File: config.mk
export PLATFORM = sky130hd
export DESIGN_NAME = wave_analyzer
export DESIGN_NICKNAME = d
export VERILOG_FILES = /design/src/rtl/wave_analyzer.sv
export SDC_FILE = /design/constraint.sdc
export NUM_CORES = 1
export LEC_CHECK = 0
export ABC_CLOCK_PERIOD_IN_PS = 4410
export BUFFER_PORTS_ARGS = -buffer_cell sky130_fd_sc_hd__buf_2
export CORE_MARGIN = 2
export CORE_UTILIZATION = 61
export CTS_BUF_LIST = sky130_fd_sc_hd__clkbuf_8
export CTS_CLUSTER_DIAMETER = 100
export DETAILED_ROUTE_END_ITERATION = 16
export PLACE_DENSITY = 0.83
export SYNTH_ARGS = -nofsm -noshare
export SYNTH_HDL_FRONTEND = slang
export SYNTH_SLANG_ARGS = --single-unit
File: constraint.sdc
create_clock -name clk -period 4.41 [get_ports clk]
set_input_delay 0.441 -clock clk [delete_from_list [all_inputs] [get_ports clk]]
set_output_delay 0.441 -clock clk [all_outputs]
set_load 0.01 [all_outputs]
File: src/rtl/wave_analyzer.sv
// wave_analyzer: measures a signed sample stream cycle by cycle.
// A rising zero crossing is detected with hysteresis. A sample counts as HIGH
// when it is >= +HYST and as LOW when it is <= -HYST. For every complete
// cycle, from one rising crossing up to (but excluding) the next, the block
// reports the period in samples, the running max/min and the half
// peak-to-peak amplitude.
//
// Ports:
//   clk, rst          clock; synchronous active-high reset
//   in_valid/in_sample qualified signed input sample
//   clr               synchronous soft clear (same effect as rst)
//   period            samples in the last complete cycle
//   max_val/min_val   signed extremes of the last complete cycle
//   amp               (max_val - min_val) >> 1, unsigned
//   out_valid         one-cycle pulse when the result outputs update
//   locked            at least one cycle measured since reset/clear/overflow
//   overflow          sticky; a cycle ran past the period counter range
module wave_analyzer #(
  parameter int N    = 16,
  parameter int CW   = 16,
  parameter int HYST = 512
) (
  input  logic                clk,
  input  logic                rst,
  input  logic                in_valid,
  input  logic signed [N-1:0] in_sample,
  input  logic                clr,
  output logic [CW-1:0]       period,
  output logic signed [N-1:0] max_val,
  output logic signed [N-1:0] min_val,
  output logic [N-1:0]        amp,
  output logic                out_valid,
  output logic                locked,
  output logic                overflow
);

  typedef enum logic [1:0] {S_INIT, S_ARM, S_RUN_HI, S_RUN_LO} state_e;

  localparam logic signed [N-1:0] HYST_P = N'(HYST);
  localparam logic signed [N-1:0] HYST_N = -HYST_P;

  // Input stage: a sample presented at edge k is evaluated by the FSM at edge
  // k+1. Results are therefore visible one cycle after the completing sample
  // is accepted.
  logic                vld_q;
  logic signed [N-1:0] smp_q;

  always_ff @(posedge clk) begin
    if (rst || clr) begin
      vld_q <= 1'b0;
      smp_q <= '0;
    end else begin
      vld_q <= in_valid;
      if (in_valid) smp_q <= in_sample;
    end
  end

  state_e              state_q;
  logic [CW-1:0]       cnt_q;
  logic signed [N-1:0] run_max_q, run_min_q;
  logic [CW-1:0]       period_q;
  logic signed [N-1:0] max_q, min_q;
  logic [N-1:0]        amp_q;
  logic                out_valid_q, locked_q, overflow_q;

  logic                is_low, is_high, cnt_full;
  logic signed [N-1:0] run_max_d, run_min_d;
  logic [N:0]          span_d;
  logic [N-1:0]        amp_d;
  logic [CW-1:0]       cnt_d;

  assign is_low    = (smp_q <= HYST_N);
  assign is_high   = (smp_q >= HYST_P);
  assign cnt_full  = &cnt_q;
  assign cnt_d     = cnt_q + CW'(1);
  assign run_max_d = (smp_q > run_max_q) ? smp_q : run_max_q;
  assign run_min_d = (smp_q < run_min_q) ? smp_q : run_min_q;
  // One extra bit for the span so that max-min never wraps. The result is
  // non-negative, so the half span always fits N unsigned bits.
  assign span_d    = {run_max_q[N-1], run_max_q} - {run_min_q[N-1], run_min_q};
  assign amp_d     = N'(span_d >> 1);

  always_ff @(posedge clk) begin
    if (rst || clr) begin
      state_q     <= S_INIT;
      cnt_q       <= '0;
      run_max_q   <= '0;
      run_min_q   <= '0;
      period_q    <= '0;
      max_q       <= '0;
      min_q       <= '0;
      amp_q       <= '0;
      out_valid_q <= 1'b0;
      locked_q    <= 1'b0;
      overflow_q  <= 1'b0;
    end else begin
      out_valid_q <= 1'b0;
      if (vld_q) begin
        case (state_q)
          S_INIT: if (is_low) state_q <= S_ARM;
          S_ARM: begin
            if (is_high) begin
              state_q   <= S_RUN_HI;
              cnt_q     <= CW'(1);
              run_max_q <= smp_q;
              run_min_q <= smp_q;
            end
          end
          S_RUN_HI, S_RUN_LO: begin
            if (state_q == S_RUN_LO && is_high) begin
              // Cycle complete; the crossing sample opens the next cycle.
              period_q    <= cnt_q;
              max_q       <= run_max_q;
              min_q       <= run_min_q;
              amp_q       <= amp_d;
              out_valid_q <= 1'b1;
              locked_q    <= 1'b1;
              state_q     <= S_RUN_HI;
              cnt_q       <= CW'(1);
              run_max_q   <= smp_q;
              run_min_q   <= smp_q;
            end else if (cnt_full) begin
              // The cycle is too long to count; drop it and re-acquire.
              overflow_q <= 1'b1;
              locked_q   <= 1'b0;
              state_q    <= S_INIT;
              cnt_q      <= '0;
            end else begin
              cnt_q     <= cnt_d;
              run_max_q <= run_max_d;
              run_min_q <= run_min_d;
              if (is_low) state_q <= S_RUN_LO;
            end
          end
          default: state_q <= S_INIT;
        endcase
      end
    end
  end

  assign period    = period_q;
  assign max_val   = max_q;
  assign min_val   = min_q;
  assign amp       = amp_q;
  assign out_valid = out_valid_q;
  assign locked    = locked_q;
  assign overflow  = overflow_q;

endmodule
Yosys cells after proc, flatten, opt, wreduce, memory -nomap -nowiden
Index checks and enable logic that the tools add are counted.

Bits in read-only memories: 0. Memories kept: 0. Word-level logic and storage cells: 68. Latch bits: 0. Bits of input ports: 20. Register bits after elaboration: 134. Output and inout bits: 67. Memory bits (writable): 0.

Equal/unequal tests: 9. Multiply operators: 0. Muxes and demuxes: 22. $add $sub $neg: 2. Bitwise logic cells: 3. Shift-type cells: 0. Divide/modulo/power cells: 0. Reductions and logical operators: 15. Order comparisons: 4.

Operator list (number): two-way mux 16 bit (10); one-hot mux 16 bit (2 select lines) (3); AND reduction 19 bit (1); subtractor 16 x 16 -> 17 bit (1); adder 16 x 1 -> 16 bit (second input constant) (1); greater-or-equal comparator 16 x 11 -> 1 bit (second input constant) (1); greater-than comparator 16 bit (1); less-or-equal comparator 16 x 10 -> 1 bit (second input constant) (1); less-than comparator 16 bit (1); AND reduction 16 bit (1); two-way mux 2 bit (5); AND reduction 5 bit (2); inequality test 3 bit (second input constant) (3); AND reduction 3 bit (3); one-hot mux 2 bit (3 select lines) (1); equality test 2 bit (second input constant) (2); inequality test 2 bit (second input constant) (2); inequality test 4 bit (second input constant) (1); AND reduction 4 bit (1); nonzero test 2 bit (2); two-way mux 1 bit (3); NOT 1 bit (3); OR reduction 3 bit (1); equality test 2 x 1 -> 1 bit (second input constant) (1); other kinds (4) (4).

Depth between registers and ports, before layout
Gate-level depths: netlist (run 1).

Word-level depth: 5. Depth in mapped cells: 10. Mapped depth without buffers: 9.

Worst setup path after synthesis (run 1)
No wires, ideal clock.

Path type: register -> register. Start: reg run_min_q[5]. End: reg run_min_q[10]. Clock period less this slack: 2449 ps. Path buffers: 2. Data arrival time: 2327 ps. Cell stages (with the launch flop): 11. Required time: 4288 ps. Setup slack: 1961 ps. Setup time: 122 ps. Cells stage by stage: dfxtp_1 inv_1 ha_1 a21o_1 a21o_1 a21o_1 a221o_1 buf_2 buf_2 mux2i_1 a311o_1.

Longest elaborated chain between the ends: 3.

Ends and longest elaborated chain: start, declared (RTL line 60) `logic signed [N-1:0] run_max_q, run_min_q;`; start signal, assigned (RTL line 106) `run_min_q <= smp_q;`; start signal, assigned (RTL line 121) `run_min_q <= smp_q;`; start signal, assigned (RTL line 131) `run_min_q <= run_min_d;`; less-than comparator 16 bit (RTL line 77) `assign run_min_d = (smp_q < run_min_q) ? smp_q : run_min_q;`; inequality test 3 bit (no line); AND reduction 5 bit (no line).

Every way passes these cells. A chain may end at the register's enable or synchronous reset.

Worst setup path in the final report (run 1)
Start: reg run_min_q[14]. End: reg run_min_q[7].

The elaborated chain is that of the path after synthesis.

==> results of run 1 <==
## synthesized netlist by cell type (2+ instances only)
library cell	instances	area, sq um
a31oi_1	3	18.8
o211ai_1	4	30.0
nand3b_1	2	15.0
xnor2_1	7	61.3
nor2b_1	4	25.0
nand3_1	51	255
buf_1	6	22.5
a21o_1	7	52.6
inv_1	42	158
a21oi_1	85	425
xor2_1	9	78.8
ha_1	47	588
and3_1	5	31.3
nand2_1	153	574
a311o_1	17	170
o2111ai_1	2	17.5
nand4_1	17	106
dfxtp_1	134	2680
nand2b_1	8	50.1
and2_1	2	12.5
o21ai_0	13	65.1
or4_1	2	15.0
or3_1	6	37.5
o31ai_1	3	22.5
nor2_1	49	184
buf_2	10	50.1
o21a_1	6	45.0
nor4_1	2	12.5
mux2i_1	48	480
clkbuf_1	32	120
nor3_1	29	145
a211oi_1	8	60.1
## metal layers
layer	part of all wire	wire length, um	up-vias
met5	0	0	-
met4	0.029	517	0
met3	0.090	1630	44
met2	0.46	8230	326
met1	0.42	7630	3037
li1	-	-	3104
## cells by family (layout without fill, tap and decap cells)
group / after synthesis / count (layout)
AOI/OAI and AO/OA: 167 / 167
xor gates and xnor gates: 16 / 16
DFF: 134 / 134
adders and majority gates: 48 / 48
buffers and inverters: 92 / 166
muxes: 48 / 48
and+or+nand+nor: 340 / 340
## final timing paths
check | startpoint | cells after the start | end | slack (ns)
worst max-delay path | run_min_q[14]$_SDFFE_PP0P_ | 7 | run_min_q[7]$_SDFFE_PP0P_ | 1.44
worst min-delay path | in_sample[7] | 3 | smp_q[7]$_SDFFE_PP0P_ | 0.22
worst max register to register | run_min_q[14]$_SDFFE_PP0P_ | 7 | run_min_q[7]$_SDFFE_PP0P_ | 1.44
worst min register to register | period[8]$_SDFFE_PP0P_ | 2 | period[8]$_SDFFE_PP0P_ | 0.45
## power by group through the flow
stage,sequential (mW),clock (mW),combinational [mW]
CTS,1.23,1.12,0.135
global placement,1.25,0,0.130
finish,1.23,1.11,0.136
floorplan,1.25,0,0.105
global route,1.23,1.18,0.148
detailed placement,1.25,0,0.135
## per-stage QoR
step,total power [mW],cell area (sq um),cells
5_1_grt,2.56,7830,1059
6_report,2.48,7830,1059
3_3_place_gp,1.38,7400,1027
2_1_floorplan,1.35,6950,845
4_1_cts,2.48,7830,1059
3_5_place_dp,1.39,7400,1027
## registers in the layout (all words and copies together) (netlist names)
name,count
amp,16
cnt_q,16
locked,1
max_val,16
min_val,16
out_valid,1
overflow,1
period,16
run_max_q,16
run_min_q,16
smp_q,16
state_q,2
vld_q,1
## layout make-up
type	count	area share
clock buffer	18	0.0316
clock inverter	14	0.0235
inverter	42	0.0201
multi-input combinational	619	0.499
sequential	134	0.343
tap	140	0.0224
timing repair buffer	92	0.0607
## cell usage in the layout, fill, tap and decap left out, drive strengths merged, types with 2 or more instances in the layout
master    synthesis  final
a311o            17     17
nand2b            8      8
inv              42     43
bufinv            0      4
nand3            51     51
o31ai             3      3
a31oi             3      3
o2111ai           2      2
a21o              7      7
nand2           153    153
or3               6      6
clkinv            0      6
clkinvlp          0      3
nand3b            2      2
o211ai            4      4
a211oi            8      8
and2              2      2
a21oi            87     87
nor4              4      4
ha               47     47
nand4            17     17
clkbuf           32     18
nor2b             4      4
and3              5      5
nor2             49     49
buf              18     92
xor2              9      9
o2bb2ai           2      2
o21a              6      6
nor3             29     29
xnor2             7      7
o21ai            13     13
mux2i            48     48
or4               3      3
dfxtp           134    134
## worst min-delay path: stages
cell     delay (ns)
buf_2          0.08
mux2i_1        0.05
nor2_1         0.07
==> impl_metrics.yaml, run 1 <==
synth:
  synthCells: 845
  synth_flop_cell: "dfxtp_1"
  synth_compound_area_frac: 0.156
  ys_seq_area_frac: 0.386
  syn_avg_cell_area_sq_um: 8.23
  synthXorXnorAreaFrac: 0.0202
  synthSimpleGateAreaFrac: 0.226
  yosys_warnings: 0
  yosys_register_bits: 134
  synth_top_family_by_area: "simple AND/OR/NAND/NOR gates"
  muxShareOfSynthArea: 0.0691
  synthAdderAreaFrac: 0.0874
  syn_area_sq_mm: 0.00695
  yosys.cell_types.count: 64
  async_flop_share: 0
  synth_nets: 913
  synth-edff-count: 0
cts:
  post_cts_resized: 0
  cts.clk_slew.worst_paths_ns: 0.08
  clock-root-buffer: "clkbuf_8"
  ctsLongestPathBuffers: 2
  cts_sinks: 134
  postCtsHoldBufs: 0
  cts_tree: "done"
  cts_setup_buffers: 0
  htree_levels: 4
  cts_buffers: 17
  insertion_delay_ns: 0.46
timing:
  maxClockFrequency_mhz: 336
  timing.final.max_slew_violations: 0
  hold_viol_final: 0
  holdWs_ns: 0.216
  clock_skew_ns: 0.0136
  grt_setup_unrepaired: "no"
  fin_crit_sh: 0.674
  finalCriticalPeriod_ns: 2.97
  setup_violations: 0
  maxSlewHeadroom: 0.212
  tns_ns: 0
  fin_ws_ns: 1.44
  tightestPinTransition_ns: 1.18
power_and_ir_drop:
  internal-power_mw: 1.89
  seqPwrFrac: 0.495
  p_leak_nw: 3.21
  switching_share: 0.235
  peakVddDrop_mv: 0.288
  clockPowerShare: 0.450
  p_comb_frac: 0.055
  cellPowerDensity_mw_per_mm2: 316
  p_sw_mw: 0.582
critical_path:
  worst_setup_path_start_kind: "flop"
  critical_path_arrival_ns: 3.32
  crit_path_end_kind: "flop"
  crit_family: "compound AO/OA/AOI/OAI gates"
  slowest_delay_ns: 0.85
  path_buf_inv: 1
  path_class: "reg -> reg"
  cp.required_ns: 4.75
  slowest_stage: "a221o_1"
  path_cells: "inv_1, ha_1, nand4_1, o221ai_1, a221o_1, mux2i_1, a311o_1"
  cp_max_fo: 16
global_route:
  grt.overflow.total: 0
  track_usage: 0.297
  grt_start_max_net_pins: 96
  met2_usage: 0.476
  grt_util_met3: 0.0694
  met1_usage: 0.385
  grt_pass1_wl_um: 29800
  grt_busiest_layer: "met2"
  grt_pass1_vias: 6284
  antenna_found_initial: 0
place:
  place_hpwl_um: 12900
  place_ws_ns: 1.48
  port_buffers: 86
  place_congestion: 0.979
detailed_routing:
  wire_per_inst_um: 17.0
  drc: 0
  ant_nets: 0
  dr_total_vias: 6511
  dr.pass1.iters: 8
  drtIter0Drc: 608
  viasPerCell: 6.15
  wl_um: 18000
flow_run:
  max-cap-violations: 0
finish:
  drive_gt1_frac: 0.148
  num-fill-cells: 878
  syn_to_final_growth_pct: 12.6
  antennaDiodeCount: 0
  area.sequential_sq_mm: 0.00268
  multi_input_comb_area_sq_mm: 0.00391
  fin_util: 0.713
  final_nets: 974
floorplan:
  std_cell_rows: 38
  die_area_sq_mm: 0.0123
  core_sq_mm: 0.0110
  die_w_um: 111
  ios: 87
  start_util: 0.633
  die_height_um: 111
min_path:
  hold_class: "in -> reg"
status:
  status: "complete, no violations"
(Power assumes the default switching activity.)
==> inputs of run 2 (changes only) <==
Settings changed: ABC_AREA from default to 1, ABC_CLOCK_PERIOD_IN_PS 4410 to 2610, CORE_UTILIZATION 61 to 54, PLACE_DENSITY 0.83 to 0.78.
Clock period 4.41 ns to 2.61 ns, I/O delays scaled along.
==> run 2 against run 1 <==
  * Register-to-register slack got worse by 1.2 ns
  * Maximum frequency increased by 27%
  * Clock-buffer cell count increased by 1
  * Cell count increased by 8.7%
  * Flip-flop and latch count unchanged
  * Sequential share of layout area increased by 1.1 points
  * Clock power increased by 59%
  * Largest power group unchanged
  * Highest routed layer unchanged
==> impl_metrics.yaml, run 2 <==
critical_path:
  crit_path_end_kind: "flop"
  crit_end: "amp[15]$_SDFFE_PP0P_"
  slowest_stage: "fa_1"
  cp.required_ns: 2.96
  critical_path_arrival_ns: 2.70
  r2r-start: "run_max_q[0]$_SDFFE_PP0P_"
  worst_setup_path_start_kind: "flop"
  path_cells: "inv_1, nand2_1, inv_1, fa_1, nand3b_1, nand2_1, a21oi_1, o21ai_0, nand3_1, nand3_1, nand2_1, o21ai_0, inv_1"
  crit_cells: 13
  crit_family: "simple AND/OR/NAND/NOR gates"
  reg2reg_slack_ns: 0.26
  cp_max_fo: 3
  path_buf_inv: 3
  crit_start: "run_max_q[0]$_SDFFE_PP0P_"
  slowest_delay_ns: 0.40
  reg2reg_depth: 13
  path_class: "reg -> reg"
  regToRegEndpoint: "amp[15]$_SDFFE_PP0P_"
place:
  place_ws_ns: 0.291
  dp.cells: 1120
  port_buffers: 86
  place_congestion: 0.953
  place_hpwl_um: 11500
  placed_cell_area_sq_mm: 0.00719
finish:
  final_nets: 1060
  drive_gt1_frac: 0.133
  antennaDiodeCount: 0
  final_common_cell: "nand2_1"
  finish.instance_area_sq_mm: 0.00759
  final_cell_mix: "nand2_1, a21oi_1, dfxtp_1"
  area.sequential_sq_mm: 0.00268
  syn_to_final_growth_pct: 14.7
  fin_cells: 1151
  num-fill-cells: 1079
  multi_input_comb_area_sq_mm: 0.00334
floorplan:
  ios: 87
  die_w_um: 115
  core_sq_mm: 0.0120
  die_height_um: 115
  std_cell_rows: 40
  die_area_sq_mm: 0.0131
  start_util: 0.553
synth:
  yosys.cell_types.count: 38
  yosysMostFrequentCell: "nand2_1"
  async_flop_share: 0
  ys_seq_area_frac: 0.406
  synth-edff-count: 0
  synthCells: 917
  synth_nets: 985
  synthSimpleGateAreaFrac: 0.211
  synth_compound_area_frac: 0.192
  synth_top_family_by_area: "simple AND/OR/NAND/NOR gates"
  yosys_register_bits: 134
  synth_flop_cell: "dfxtp_1"
  synthAdderAreaFrac: 0.0919
  yosys_warnings: 0
  yosys.area.top_type: "dfxtp_1"
  synthTopCellsByCount: "nand2_1, a21oi_1, dfxtp_1"
  yosys.area.top_type_share: 0.406
  syn_area_sq_mm: 0.00661
  syn_avg_cell_area_sq_um: 7.21
  synthXorXnorAreaFrac: 0.00795
  synth_area_leaders: "dfxtp_1, a21oi_1, ha_1"
  muxShareOfSynthArea: 0
detailed_routing:
  wire_per_inst_um: 14.0
  dr.pass1.iters: 5
  drtIter0Drc: 393
  wl_um: 16100
  viasPerCell: 5.31
  drc: 0
  ant_nets: 0
  dr_total_vias: 6115
timing:
  clock_skew_ns: 0.0104
  fin_crit_sh: 0.900
  finalCriticalPeriod_ns: 2.35
  hold_viol_final: 0
  timing.final.max_slew_violations: 0
  tightestPinTransition_ns: 0.710
  maxSlewHeadroom: 0.526
  maxClockFrequency_mhz: 426
  setup_violations: 0
  tns_ns: 0
  grt_setup_unrepaired: "no"
  fin_ws_ns: 0.262
cts:
  htree_levels: 4
  cts_setup_buffers: 0
  postCtsHoldBufs: 0
  clock-root-buffer: "clkbuf_8"
  cts_tree: "done"
  cts.clk_slew.worst_paths_ns: 0.08
  cts_buffers: 17
  ctsLongestPathBuffers: 2
  insertion_delay_ns: 0.45
  post_cts_resized: 0
  cts_sinks: 134
global_route:
  grt_pass1_vias: 5476
  grt_start_max_net_pins: 109
  grt_pass1_wl_um: 26200
  track_usage: 0.254
  antenna_found_initial: 0
  grt.overflow.total: 0
status:
  status: "complete, no violations"
power_and_ir_drop:
  power_mw: 4.04
  cellPowerDensity_mw_per_mm2: 532
  peakVddDrop_mv: 0.439
  p_leak_nw: 3.65
flow_run:
  max-cap-violations: 0
min_path:
  hold_class: "in -> reg"
[run 2: changes by cell type after synthesis, sizes merged, moves of 7 or more]
cell,change
nand3,+7
nor3,-12
inv,+70
a311o,-17
nor2,+48
nand4,-11
a211oi,-7
o21ai,+79
a21oi,+49
nand2b,-8
mux2i,-48
[run 2: worst min-delay path by stage]
stage | start | end | slack, ns | cells past startpoint
finish | in_sample[6] | smp_q[6]$_SDFFE_PP0P_ | 0.09 | 3
global route | in_sample[1] | smp_q[1]$_SDFFE_PP0P_ | 0.09 | 3
CTS | in_sample[0] | smp_q[0]$_SDFFE_PP0P_ | 0.07 | 3
detailed placement | locked$_SDFFE_PP0P_ | locked$_SDFFE_PP0P_ | 0.45 | 2
global placement | locked$_SDFFE_PP0P_ | locked$_SDFFE_PP0P_ | 0.45 | 2
floorplan | cnt_q[11]$_SDFFE_PP0P_ | period[11]$_SDFFE_PP0P_ | 0.44 | 2
[run 2: layout make-up]
type                            count  area share
Tap cell                          147      0.0242
Multi-Input combinational cell    630       0.441
Timing Repair Buffer               96      0.0732
Clock buffer                       19      0.0345
Sequential cell                   134       0.354
Inverter                          113      0.0559
Clock inverter                     12      0.0181
[run 2: kinds of logic (layout without fill, tap and decap cells)]
kind of cell / count (synthesis) / after routing
compound gates: 245 / 245
xor+xnor: 6 / 6
fa+ha+maj: 48 / 48
buf+inv: 153 / 240
flops: 134 / 134
simple gates: 331 / 331
[run 2: worst register-to-register path, stage by stage, from the launching register on]
cell,delay [ns]
dfxtp_1,0.36
inv_1,0.07
nand2_1,0.08
inv_1,0.05
fa_1,0.40
nand3b_1,0.17
nand2_1,0.12
a21oi_1,0.13
o21ai_0,0.34
nand3_1,0.16
nand3_1,0.10
nand2_1,0.05
o21ai_0,0.16
inv_1,0.05
[run 2: layer usage]
layer,routed length (um),GRT usage
met2,7250,0.405
met3,840,0.0482
met1,7640,0.339
met5,0,0
met4,346,0.102
[run 2: stage by stage]
| step | hold WS (ns) | util |
|---|---|---|
| after detailed placement | 0.455 | 0.601 |
| after CTS | 0.0694 | 0.634 |
| final | 0.0875 | 0.634 |
| after floorplan | 0.445 | - |
| after global routing | 0.0856 | 0.634 |
| after global placement | 0.454 | 0.601 |
[run 2: where the power goes]
| part | switching, mW | internal, mW | leakage, nW |
|---|---|---|---|
| Combinational | 0.128 | 0.0766 | 2.35 |
| Clock | 0.795 | 0.973 | 0.215 |
| Sequential | 0.0131 | 2.05 | 1.08 |
| Total | 0.936 | 3.10 | 3.65 |
